<file path="src/rtl/vector_mem_arbiter_pkg.sv">
// Shared request/response types and sizing helpers for the vector memory arbiter.
package vector_mem_arbiter_pkg;

  localparam int unsigned CORE_ID_W   = 8;
  localparam int unsigned ACCESS_ID_W = 6;
  localparam int unsigned ADDR_W      = 32;
  localparam int unsigned DATA_W      = 64;
  localparam int unsigned BE_W        = DATA_W / 8;

  typedef enum logic {
    READ_REQ  = 1'b0,
    WRITE_REQ = 1'b1
  } access_type_e;

  typedef struct packed {
    logic                   vld;
    logic [CORE_ID_W-1:0]   core_id;
    logic [ACCESS_ID_W-1:0] access_id;
    logic [ADDR_W-1:0]      addr;
    logic [BE_W-1:0]        byte_en;
    logic [DATA_W-1:0]      data;
    access_type_e           access_type;
  } request_t;

  function automatic int unsigned ptr_width(input int unsigned n);
    return (n > 1) ? $clog2(n) : 1;
  endfunction

  function automatic int unsigned cnt_width(input int unsigned max_cnt);
    return $clog2(max_cnt + 1);
  endfunction

endpackage

</file>
<file path="src/rtl/vector_mem_arbiter_if.sv">
// Bundle of requester, memory and status signals around the vector memory arbiter.
interface vector_mem_arbiter_if #(
  parameter int unsigned NUM_REQ         = 4,
  parameter int unsigned MAX_OUTSTANDING = 64
);
  import vector_mem_arbiter_pkg::*;

  localparam int unsigned CNT_W = cnt_width(MAX_OUTSTANDING);

  request_t [NUM_REQ-1:0]            req_in;
  logic     [NUM_REQ-1:0]            req_grant;
  request_t                          mem_req;
  logic                              mem_grant;
  request_t                          mem_rsp;
  request_t [NUM_REQ-1:0]            rsp_out;
  logic     [NUM_REQ-1:0][CNT_W-1:0] outstanding;
  logic                              route_err;

  // Requester/memory side (environment).
  modport master (
    output req_in, mem_grant, mem_rsp,
    input  req_grant, mem_req, rsp_out, outstanding, route_err
  );

  // Arbiter side.
  modport slave (
    input  req_in, mem_grant, mem_rsp,
    output req_grant, mem_req, rsp_out, outstanding, route_err
  );

endinterface

</file>
<file path="src/rtl/vector_rr_picker.sv">
// Round-robin picker: first set request at or above ptr, wrapping to index 0.
module vector_rr_picker
  import vector_mem_arbiter_pkg::*;
#(
  parameter int unsigned NUM_REQ = 4,
  parameter int unsigned PTR_W   = ptr_width(NUM_REQ)
) (
  input  logic [NUM_REQ-1:0] req,
  input  logic [PTR_W-1:0]   ptr,
  output logic [NUM_REQ-1:0] onehot,
  output logic               valid
);

  logic [NUM_REQ-1:0] req_hi;
  logic [NUM_REQ-1:0] req_src;
  logic               found;

  // Requests at or above the pointer win first; otherwise wrap to the lowest.
  always_comb begin
    req_hi = '0;
    for (int i = 0; i < int'(NUM_REQ); i++) begin
      req_hi[i] = req[i] && (PTR_W'(i) >= ptr);
    end
    req_src = (|req_hi) ? req_hi : req;
  end

  always_comb begin
    onehot = '0;
    found  = 1'b0;
    for (int i = 0; i < int'(NUM_REQ); i++) begin
      if (req_src[i] && !found) begin
        onehot[i] = 1'b1;
        found     = 1'b1;
      end
    end
  end

  assign valid = |req;

endmodule

</file>
<file path="src/rtl/vector_mem_arbiter.sv">
// Round-robin arbiter sharing one memory port among vector requesters, with
// per-requester outstanding tracking and core_id-based response routing.
module vector_mem_arbiter
  import vector_mem_arbiter_pkg::*;
#(
  parameter int unsigned NUM_REQ         = 4,
  parameter int unsigned BASE_CORE_ID    = 8,
  parameter int unsigned MAX_OUTSTANDING = 64
) (
  input logic                  clk,
  input logic                  reset,
  vector_mem_arbiter_if.slave  bus
);

  localparam int unsigned      PTR_W   = ptr_width(NUM_REQ);
  localparam int unsigned      CNT_W   = cnt_width(MAX_OUTSTANDING);
  localparam logic [CNT_W-1:0] CNT_MAX = CNT_W'(MAX_OUTSTANDING);

  logic [NUM_REQ-1:0]            eligible;
  logic [NUM_REQ-1:0]            pick_onehot;
  logic                          pick_valid;
  logic [NUM_REQ-1:0]            grant;
  logic [NUM_REQ-1:0]            rsp_sel;
  logic [NUM_REQ-1:0]            underflow;
  logic [NUM_REQ-1:0][CNT_W-1:0] cnt_all;
  request_t [NUM_REQ-1:0]        rsp_all;

  logic                          slot_free;
  logic                          capture;
  logic [PTR_W-1:0]              rr_ptr_q;
  logic [PTR_W-1:0]              win_idx;
  logic [PTR_W-1:0]              next_ptr;
  request_t                      win_req;
  request_t                      mem_req_q;
  logic                          unmapped;
  logic                          route_err_q;

  vector_rr_picker #(
    .NUM_REQ (NUM_REQ),
    .PTR_W   (PTR_W)
  ) u_picker (
    .req    (eligible),
    .ptr    (rr_ptr_q),
    .onehot (pick_onehot),
    .valid  (pick_valid)
  );

  assign slot_free = !mem_req_q.vld || bus.mem_grant;
  assign capture   = slot_free && pick_valid && !reset;
  assign grant     = capture ? pick_onehot : '0;

  always_comb begin
    win_idx = '0;
    win_req = '0;
    for (int i = 0; i < int'(NUM_REQ); i++) begin
      if (pick_onehot[i]) begin
        win_idx = PTR_W'(i);
        win_req = bus.req_in[i];
      end
    end
  end

  assign next_ptr = (win_idx == PTR_W'(NUM_REQ - 1)) ? '0 : win_idx + 1'b1;

  // A stalled mem_req keeps every field frozen until memory accepts it.
  always_ff @(posedge clk) begin
    if (reset) begin
      mem_req_q <= '0;
      rr_ptr_q  <= '0;
    end else if (slot_free) begin
      if (pick_valid) begin
        mem_req_q     <= win_req;
        mem_req_q.vld <= 1'b1;
        rr_ptr_q      <= next_ptr;
      end else begin
        mem_req_q.vld <= 1'b0;
      end
    end
  end

  for (genvar i = 0; i < NUM_REQ; i++) begin : g_req
    localparam logic [CORE_ID_W-1:0] MY_ID = CORE_ID_W'(BASE_CORE_ID + i);

    logic [CNT_W-1:0] cnt_q;
    logic [CNT_W-1:0] cnt_d;
    logic             uflow;
    request_t         rsp_q;

    assign eligible[i] = bus.req_in[i].vld && (cnt_q < CNT_MAX);
    assign rsp_sel[i]  = bus.mem_rsp.vld && (bus.mem_rsp.core_id == MY_ID);

    // Grant and response in the same cycle cancel out.
    always_comb begin
      cnt_d = cnt_q;
      uflow = 1'b0;
      if (grant[i] && !rsp_sel[i]) begin
        cnt_d = cnt_q + 1'b1;
      end else if (!grant[i] && rsp_sel[i]) begin
        if (cnt_q == '0) begin
          uflow = 1'b1;
        end else begin
          cnt_d = cnt_q - 1'b1;
        end
      end
    end

    always_ff @(posedge clk) begin
      if (reset) begin
        cnt_q <= '0;
        rsp_q <= '0;
      end else begin
        cnt_q <= cnt_d;
        if (rsp_sel[i]) begin
          rsp_q <= bus.mem_rsp;
        end else begin
          rsp_q.vld <= 1'b0;
        end
      end
    end

    assign underflow[i] = uflow;
    assign cnt_all[i]   = cnt_q;
    assign rsp_all[i]   = rsp_q;
  end

  assign unmapped = bus.mem_rsp.vld && !(|rsp_sel);

  always_ff @(posedge clk) begin
    if (reset) begin
      route_err_q <= 1'b0;
    end else if (unmapped || (|underflow)) begin
      route_err_q <= 1'b1;
    end
  end

  assign bus.req_grant   = grant;
  assign bus.mem_req     = mem_req_q;
  assign bus.rsp_out     = rsp_all;
  assign bus.outstanding = cnt_all;
  assign bus.route_err   = route_err_q;

endmodule

</file>
<file path="src/flat_wrapper.sv">
// flat-port wrapper written by rule: the top's interface ports become plain ports
module vector_mem_arbiter_flat import vector_mem_arbiter_pkg::*;
#(
  parameter int unsigned NUM_REQ         = 4,
  parameter int unsigned BASE_CORE_ID    = 8,
  parameter int unsigned MAX_OUTSTANDING = 64
)
  (clk, reset, bus_req_in, bus_mem_grant, bus_mem_rsp, bus_req_grant, bus_mem_req, bus_rsp_out, bus_outstanding, bus_route_err);
  vector_mem_arbiter_if #(.NUM_REQ(NUM_REQ), .MAX_OUTSTANDING(MAX_OUTSTANDING)) bus_i ();
  input logic clk;
  input logic reset;
  input wire logic [$bits(bus_i.req_in)-1:0] bus_req_in;
  input wire logic [$bits(bus_i.mem_grant)-1:0] bus_mem_grant;
  input wire logic [$bits(bus_i.mem_rsp)-1:0] bus_mem_rsp;
  output wire logic [$bits(bus_i.req_grant)-1:0] bus_req_grant;
  output wire logic [$bits(bus_i.mem_req)-1:0] bus_mem_req;
  output wire logic [$bits(bus_i.rsp_out)-1:0] bus_rsp_out;
  output wire logic [$bits(bus_i.outstanding)-1:0] bus_outstanding;
  output wire logic [$bits(bus_i.route_err)-1:0] bus_route_err;
  assign bus_i.req_in = bus_req_in;
  assign bus_i.mem_grant = bus_mem_grant;
  assign bus_i.mem_rsp = bus_mem_rsp;
  assign bus_req_grant = bus_i.req_grant;
  assign bus_mem_req = bus_i.mem_req;
  assign bus_rsp_out = bus_i.rsp_out;
  assign bus_outstanding = bus_i.outstanding;
  assign bus_route_err = bus_i.route_err;
  vector_mem_arbiter #(.NUM_REQ(NUM_REQ), .BASE_CORE_ID(BASE_CORE_ID), .MAX_OUTSTANDING(MAX_OUTSTANDING)) u_core (.clk(clk), .reset(reset), .bus(bus_i));
endmodule
</file>
<file path="config.mk">
export PLATFORM = sky130hd
export DESIGN_NAME = vector_mem_arbiter_flat
export DESIGN_NICKNAME = d
export VERILOG_FILES = /design/src/rtl/vector_mem_arbiter_pkg.sv /design/src/rtl/vector_mem_arbiter_if.sv /design/src/rtl/vector_rr_picker.sv /design/src/rtl/vector_mem_arbiter.sv /design/src/flat_wrapper.sv
export SDC_FILE = /design/constraint.sdc
export NUM_CORES = 1
export LEC_CHECK = 0
export ABC_AREA = 1
export BUFFER_PORTS_ARGS = -buffer_cell sky130_fd_sc_hd__buf_2
export CORE_AREA = 4 4 477 479
export DETAILED_ROUTE_END_ITERATION = 12
export DIE_AREA = 0 0 481 483
export SLEW_MARGIN = 20
export SYNTH_ARGS = -nofsm -noshare
export SYNTH_HDL_FRONTEND = slang
export SYNTH_SLANG_ARGS = --single-unit
</file>
<file path="constraint.sdc">
create_clock -name clk -period 3.85 [get_ports clk]
set_clock_uncertainty 0.2 [all_clocks]
set_input_delay 0.77 -clock clk [delete_from_list [all_inputs] [get_ports clk]]
set_output_delay 0.77 -clock clk [all_outputs]
set_load 0.03 [all_outputs]
</file>
==> metrics.md, run 1 <==
| Metric | Value |
|---|---|
| GRT Util Overall | between 10 and 15% |
| Synth Cell Area | 25700 um2 |
| Required time of the critical path | around 2900 ps |
| Ys async rst share | 0% |
| Placed cells | 7591 |
| Antenna violations before repair | 100 |
| Synth warnings | 0 |
| Final Setup Violations | 0 |
| Seq/Total Area, Yosys | 49.1% |
| Post-cts sizing count | 0 |
| Via/cell ratio | approximately 3.8 |
| Site row count | around 170 |
| Hold WC Path Type | input port to flip-flop |
| Dpl hpwl | around 130000 um |
| Clock Sinks | 631 |
| Cts hold-fix bufs | 0 |
| Slew Limit Fails | 0 |
| Reg2reg start | u_core.g_req[1].cnt_q[6] |
| Power per cell area | around 470 nW/um2 |
| Layout net count | between 5k and 6k |
| Max VDD drop | between 200 and 300 uV |
| Max clock buf depth | 3 |
| Placer Congestion | roughly 0.97 |
| Final ANT Viol Nets | 0 |
| Drt total wl | ~170000 um |
| Hold Fails Final Rpt | 0 |
| Core area | between 200000 and 250000 um2 |
| First-pass GRT wire length | roughly 230000 um |
| WL/cell | about 22 um |
| Worst-path clk slew | approximately 60 ps |
| Port bufs | between 1k and 1.5k |
| Die X | around 480 um |
| Max-cap violations | 0 |
| Post-CTS Setup Repair Bufs | 0 |
| Measured slew at the worst slew-check pin | about 1200 ps |
| Vias in the first global route | approximately 27k |
| DR vias | just under 30k |
| H-tree level count | 3 |
| Final WS setup | around 290 ps |
| Leakage | between 15 and 20 nW |
| Chip height | between 400 and 500 um |
| Gate Count Post-Synth | about 3.5k |
| Worst r2r path cells | 18 |
| Synth top area share | 49.1% |
| Die area | approximately 230000 um2 |
| Top FF cell, synth | dfxtp_1 |
| Endpoint, Worst Hold | u_core.bus.mem_req[71] |
| Total CTS buffers | 75 |
| Post-route non-filler standard cell count | around 7.8k |
| CP Launch Type | flip-flop |
| Skew-Pair Late Insertion Delay | between 600 and 700 ps |
| Top post-synthesis cells by area | dfxtp_1 49%, nor2_1 14%, o21ai_0 11%, nand2_1 5.4%, a21oi_1 4.8% |
| DRT iter0 DRCs | a little under 2k |
| Avg Synthesized Cell Area | 7.27 um2 |
| Hold slack | around 160 ps |
| CP Class | flip-flop to output port |
| Net count after synthesis | ~4.2k |
| Post-synth EDFFs | 0 |
| Overflow after GRT | 0 |
| Fraction of layout cells with a size suffix above 1 | a little under a third |
| Synth cell count leaders | 983 x nor2_1, 631 x dfxtp_1, 564 x o21ai_0, 373 x nand2_1, 248 x a21oi_1 |
| Max FO, Critical Path | 5 |
| DRC | 0 |
| Top-count cell post-synth | nor2_1 |
| Largest net degree at the start of global routing | between 100 and 150 |
| CTS root buffer | clkbuf_16 |
| Critical Path End Type | output port |
| Fin crit share | about 90% |
| Cell taking the most area after synthesis | dfxtp_1 |
| Yosys reg bits | ~630 |
| Headroom to the max-slew limit | a little over a fifth |
| Effective utilization at floorplan | around 12% |
| Setup WS pre-CTS | -171 ps |
| P&R area growth vs syn | 48.5% |
| RR Endpoint | u_core.g_req[0].cnt_q[5] |
| Tmin final | ~3600 ps |
| Fmax | ~280 MHz |
| First drt pass iteration count | 5 |
| Hold path cells | 3 |
| Number of top-level pins | between 1k and 1.5k |
| Worst hold path startpoint | bus_req_in[311] |
| Status | finished clean |
| Layout fillers | 25.8k |
| CTS tree | built |
| Netlist cell types | 33 |
| Setup slack, reg-to-reg | a little under 400 ps |
| RSZ-0062 raised after global routing | false |
| Critical path arrival | roughly 2600 ps |
## critical path, cell delays in order, from the launching register on
cell	delay, ps
dfxtp_1	300
inv_1	270
nand3b_1	190
nand2_2	130
nor2_4	50
nand2_1	150
nand2_8	80
nor2_4	110
nand2_2	70
nor2_2	180
buf_4	180
buf_2	200
## cells by family after synthesis
kind of cell	Yosys count	share of synthesized area [%]
fa+ha+maj	32	1.67
simple gates	1596	24.6
buf+inv	357	5.98
xor+xnor	15	0.511
flops	631	49.1
compound gates	907	18.1
## registers in the layout, summed over array words and instances (netlist names)
register	cells
u_core.rr_ptr_q	2
u_core.bus.route_err	1
u_core.g_req.cnt_q	28
u_core.bus.mem_req	120
u_core.bus.rsp_out	480
## cells in the final DEF, fill, tap and decap left out, types with 12 or more instances in the layout
master	Yosys	layout
buf_2	71	1234
nand3_1	221	221
clkbuf_1	172	15
clkbuf_16	0	76
a21oi_1	248	248
nor2_1	983	979
clkbuf_8	0	12
buf_4	9	76
inv_1	80	79
ha_1	28	28
dfxtp_1	631	631
o21ai_0	564	563
a31oi_1	90	90
diode_2	0	57
nand2_1	373	366
clkinv_2	0	13
buf_12	0	22
## cell type report
type                    instances  area, um2  area share (%)
multi-input cells            2550      11700            30.5
diodes                         57        143           0.373
clock inverters                30        379           0.992
flip-flops and latches        631      12600            33.1
repair buffers               1332       7190            18.8
well taps                    2992       3740            9.80
clock buffers                 103       2120            5.56
inverters                      86        349           0.914
## through the flow
stage / utilization [%] / TNS, ps / power, mW / instance area, um2
final: 17.1 / 0 / 18.0 / 38200
after detailed placement: 15.9 / -426 / 10.7 / 35600
after global placement: 15.9 / -410 / 10.7 / 35600
after CTS: 17.0 / 0 / 18.3 / 38100
after global routing: 17.1 / 0 / 18.8 / 38200
after floorplan: - / -59.0 / 9.03 / 25700
## metal layers
metal  up-vias  track usage (%)  wire length (um)
met1     13800             14.5             59700
met5         -                0               317
li1      14000                -                 -
met2      1419             23.9             83300
met4        48             7.25              9470
met3       308             5.64             18300
## where the power goes
group	switching, mW	internal (mW)
Combinational	2.60	1.05
Clock	3.19	4.24
Sequential	0.162	6.77
## how the worst max path moves through the flow
stage | start | endpoint | slack, ps
after floorplan | bus_req_in[119] | u_core.g_req[1].cnt_q[6] | -60
after global placement | bus_req_in[479] | u_core.g_req[0].cnt_q[5] | -130
final | u_core.g_req[1].cnt_q[6] | bus_req_grant[2] | 290
after global routing | u_core.g_req[1].cnt_q[6] | u_core.g_req[2].cnt_q[6] | 30
after detailed placement | bus_req_in[479] | u_core.g_req[0].cnt_q[5] | -170
after CTS | u_core.g_req[1].cnt_q[6] | bus_req_grant[2] | 70
Power figures use the tool's default switching activity.
==> run 2, diff against run 1 <==
- CTS_BUF_LIST: unset -> sky130_fd_sc_hd__clkbuf_8
==> metrics.md, run 2 (synthesis results as in run 1) <==
| Metric | Value |
|---|---|
| Clock Sinks | 631 (unchanged) |
| Final ANT Viol Nets | 0 (unchanged) |
| Overflow after GRT | 0 (unchanged) |
| Hold WC Path Type | input port to flip-flop |
| Post-route non-filler standard cell count | 8242 (+5.9%) |
| DRC | 0 (unchanged) |
| Fin crit share | 95.9% (+3.3 points) |
| Most frequent cells in the layout | 1231 x buf_2, 979 x nor2_1, 630 x dfxtp_1, 563 x o21ai_0, 379 x dlygate4sd3_1 |
| First drt pass iteration count | 7 (+2) |
| Die area | 232000 um2 (unchanged) |
| Fraction of layout cells with a size suffix above 1 | 29.8% (-1.5 points) |
| Layout net count | 5732 (+7.9%) |
| H-tree level count | 3 (unchanged) |
| Drt total wl | 176000 um (+2.7%) |
| Max-cap violations | 0 (unchanged) |
| Chip height | 483 um (unchanged) |
| WL/cell | 21.3 um (-3.0%) |
| Total CTS buffers | 115 (+53%) |
| Max clock buf depth | 3 (unchanged) |
| P&R area growth vs syn | 63.4% |
| Worst hold path startpoint | bus_req_in[303] |
| Power per cell area | 432 nW/um2 (-8.4%) |
| Vias in the first global route | 30.2k (+9.9%) |
| CP Class | flip-flop to flip-flop |
| RR Endpoint | u_core.bus.mem_req[93] |
| Effective utilization at floorplan | 11.5% (unchanged) |
| Measured slew at the worst slew-check pin | 967 ps (-206 ps) |
| Largest register FFs | 480 (unchanged) |
| RSZ-0062 raised after global routing | true |
| Tmin final | 3690 ps (+127 ps) |
| Setup tns final | 0 ps (unchanged) |
| DRT iter0 DRCs | 2096 (+6.0%) |
| Commonest non-fill, non-tap cell in the layout | buf_2 |
| Slew Limit Fails | 0 (unchanged) |
| Reg2reg start | u_core.g_req[1].cnt_q[6] |
| GRT Util Overall | 14.3% (+0.39 points) |
| Skew-Pair Late Insertion Delay | 880 ps (+200 ps) |
| Endpoint, Worst Hold | u_core.bus.mem_req[63] |
| Port bufs | 1235 (unchanged) |
| Placed cells | 7591 (unchanged) |
| Status | finished clean |
| Antenna violations before repair | 96 (-4.0%) |
| Largest net degree at the start of global routing | 118 (unchanged) |
| Number of top-level pins | 1236 (unchanged) |
| Hold path cells | 5 (+2) |
| Via/cell ratio | 3.85 (+1.3%) |
| DP Area | 35600 um2 (unchanged) |
| Setup slack, reg-to-reg | 160 ps (-230 ps) |
| Leakage | 18.9 nW (+10%) |
| Die X | 481 um (unchanged) |
| Hold Fails Final Rpt | 0 (unchanged) |
| Worst r2r path cells | 13 (-5) |
| First-pass GRT wire length | 236000 um (+3.9%) |
| Core Util, Final | 18.8% (+1.7 points) |
| Layout Cell Area excl Fill | 42000 um2 (+10%) |
| CP Launch Type | flip-flop |
| Headroom to the max-slew limit | 35.6% (+14 points) |
| Site row count | 174 (unchanged) |
| CTS tree | built |
| Final Setup Violations | 0 (unchanged) |
| Placer Congestion | 0.969 (unchanged) |
| DR vias | 31.7k (+7.3%) |
| Critical Path End Type | flip-flop |
| Total Power | 18.1 mW (+0.80%) |
| Dpl hpwl | 133000 um (unchanged) |
| Max FO, Critical Path | 96 (+91) |
| Max VDD drop | 265 uV (+2.5%) |
| Fmax | 271 MHz (-3.4%) |
| CTS root buffer | clkbuf_8 |
| Required time of the critical path | 4450 ps (+1570 ps) |
| Core area | 224000 um2 (unchanged) |
| Critical path arrival | 4290 ps (+1700 ps) |
| Worst-path clk slew | 60 ps (about the same) |
run 2: changes by cell type in the layout (fill, tap and decap cells not counted), sizes merged:
| cell | before | now |
|---|---|---|
| dlygate4sd3 | 0 | 379 |
| diode | 57 | 66 |
| clkinvlp | 2 | 7 |
| buf | 1332 | 1333 |
| clkinv | 17 | 23 |
| inv | 92 | 115 |
| clkbuf | 103 | 141 |
run 2: what timing repair did:
action | in CTS | in global routing
hold endpoints to repair | 423 | 0
setup endpoints to repair | 4 | 46
setup buffers | 0 | 2
pin swaps | 0 | 1
resized for setup | 10 | 14
hold buffers | 379 | 0
run 2: layer usage:
metal / share of wire, % / vias to the layer above / track usage (%)
met4: 6.6 / 58 / 8.77
li1: - / 14900 / -
met5: 0.23 / - / 0
met3: 11 / 440 / 6.50
met2: 48 / 1612 / 24.1
met1: 34 / 14700 / 14.3
run 2: metrics by stage:
step                setup slack, ps  hold WS, ps
global placement               -126          225
CTS                           0.160        0.965
global route                  -50.1         50.7
finish                          159          137
detailed placement             -171          226
floorplan                     -59.0          267
run 2: layout make-up:
class	count	area [um2]
Clock inverter	64	484
Timing Repair Buffer	1713	11000
Antenna cell	66	165
Multi-Input combinational cell	2550	11700
Tap cell	2992	3740
Fill cell	25500	182000
Sequential cell	631	12600
Clock buffer	140	1930
Inverter	86	353
run 2: worst max path at each step:
stage                                     to                startpoint  cells past startpoint
floorplan           u_core.g_req[1].cnt_q[6]           bus_req_in[119]                     24
global placement    u_core.g_req[0].cnt_q[5]           bus_req_in[479]                     17
detailed placement  u_core.g_req[0].cnt_q[5]           bus_req_in[479]                     17
CTS                         bus_req_grant[2]  u_core.g_req[3].cnt_q[6]                     11
global route          u_core.bus.mem_req[39]  u_core.g_req[1].cnt_q[6]                     14
finish                u_core.bus.mem_req[93]  u_core.g_req[1].cnt_q[6]                     13
run 2: critical path, cell delays in order, from the launching register on:
cell and delay [ps]:
dfxtp_1 360, clkinvlp_4 190, nand3b_1 190, nand2_2 90
nor2_4 120, nand2_1 140, nand2_8 110, buf_16 360
nand2_1 330, nand2_1 140, a21oi_1 50, dlygate4sd3_1 570
a21oi_1 120, dlygate4sd3_1 560
run 2: where the power goes:
part           internal, mW  total (mW)  switching, mW
logic                  1.61        4.36           2.75
registers              6.77        6.94          0.167
clock network          3.64        6.85           3.21
total                  12.0        18.1           6.13
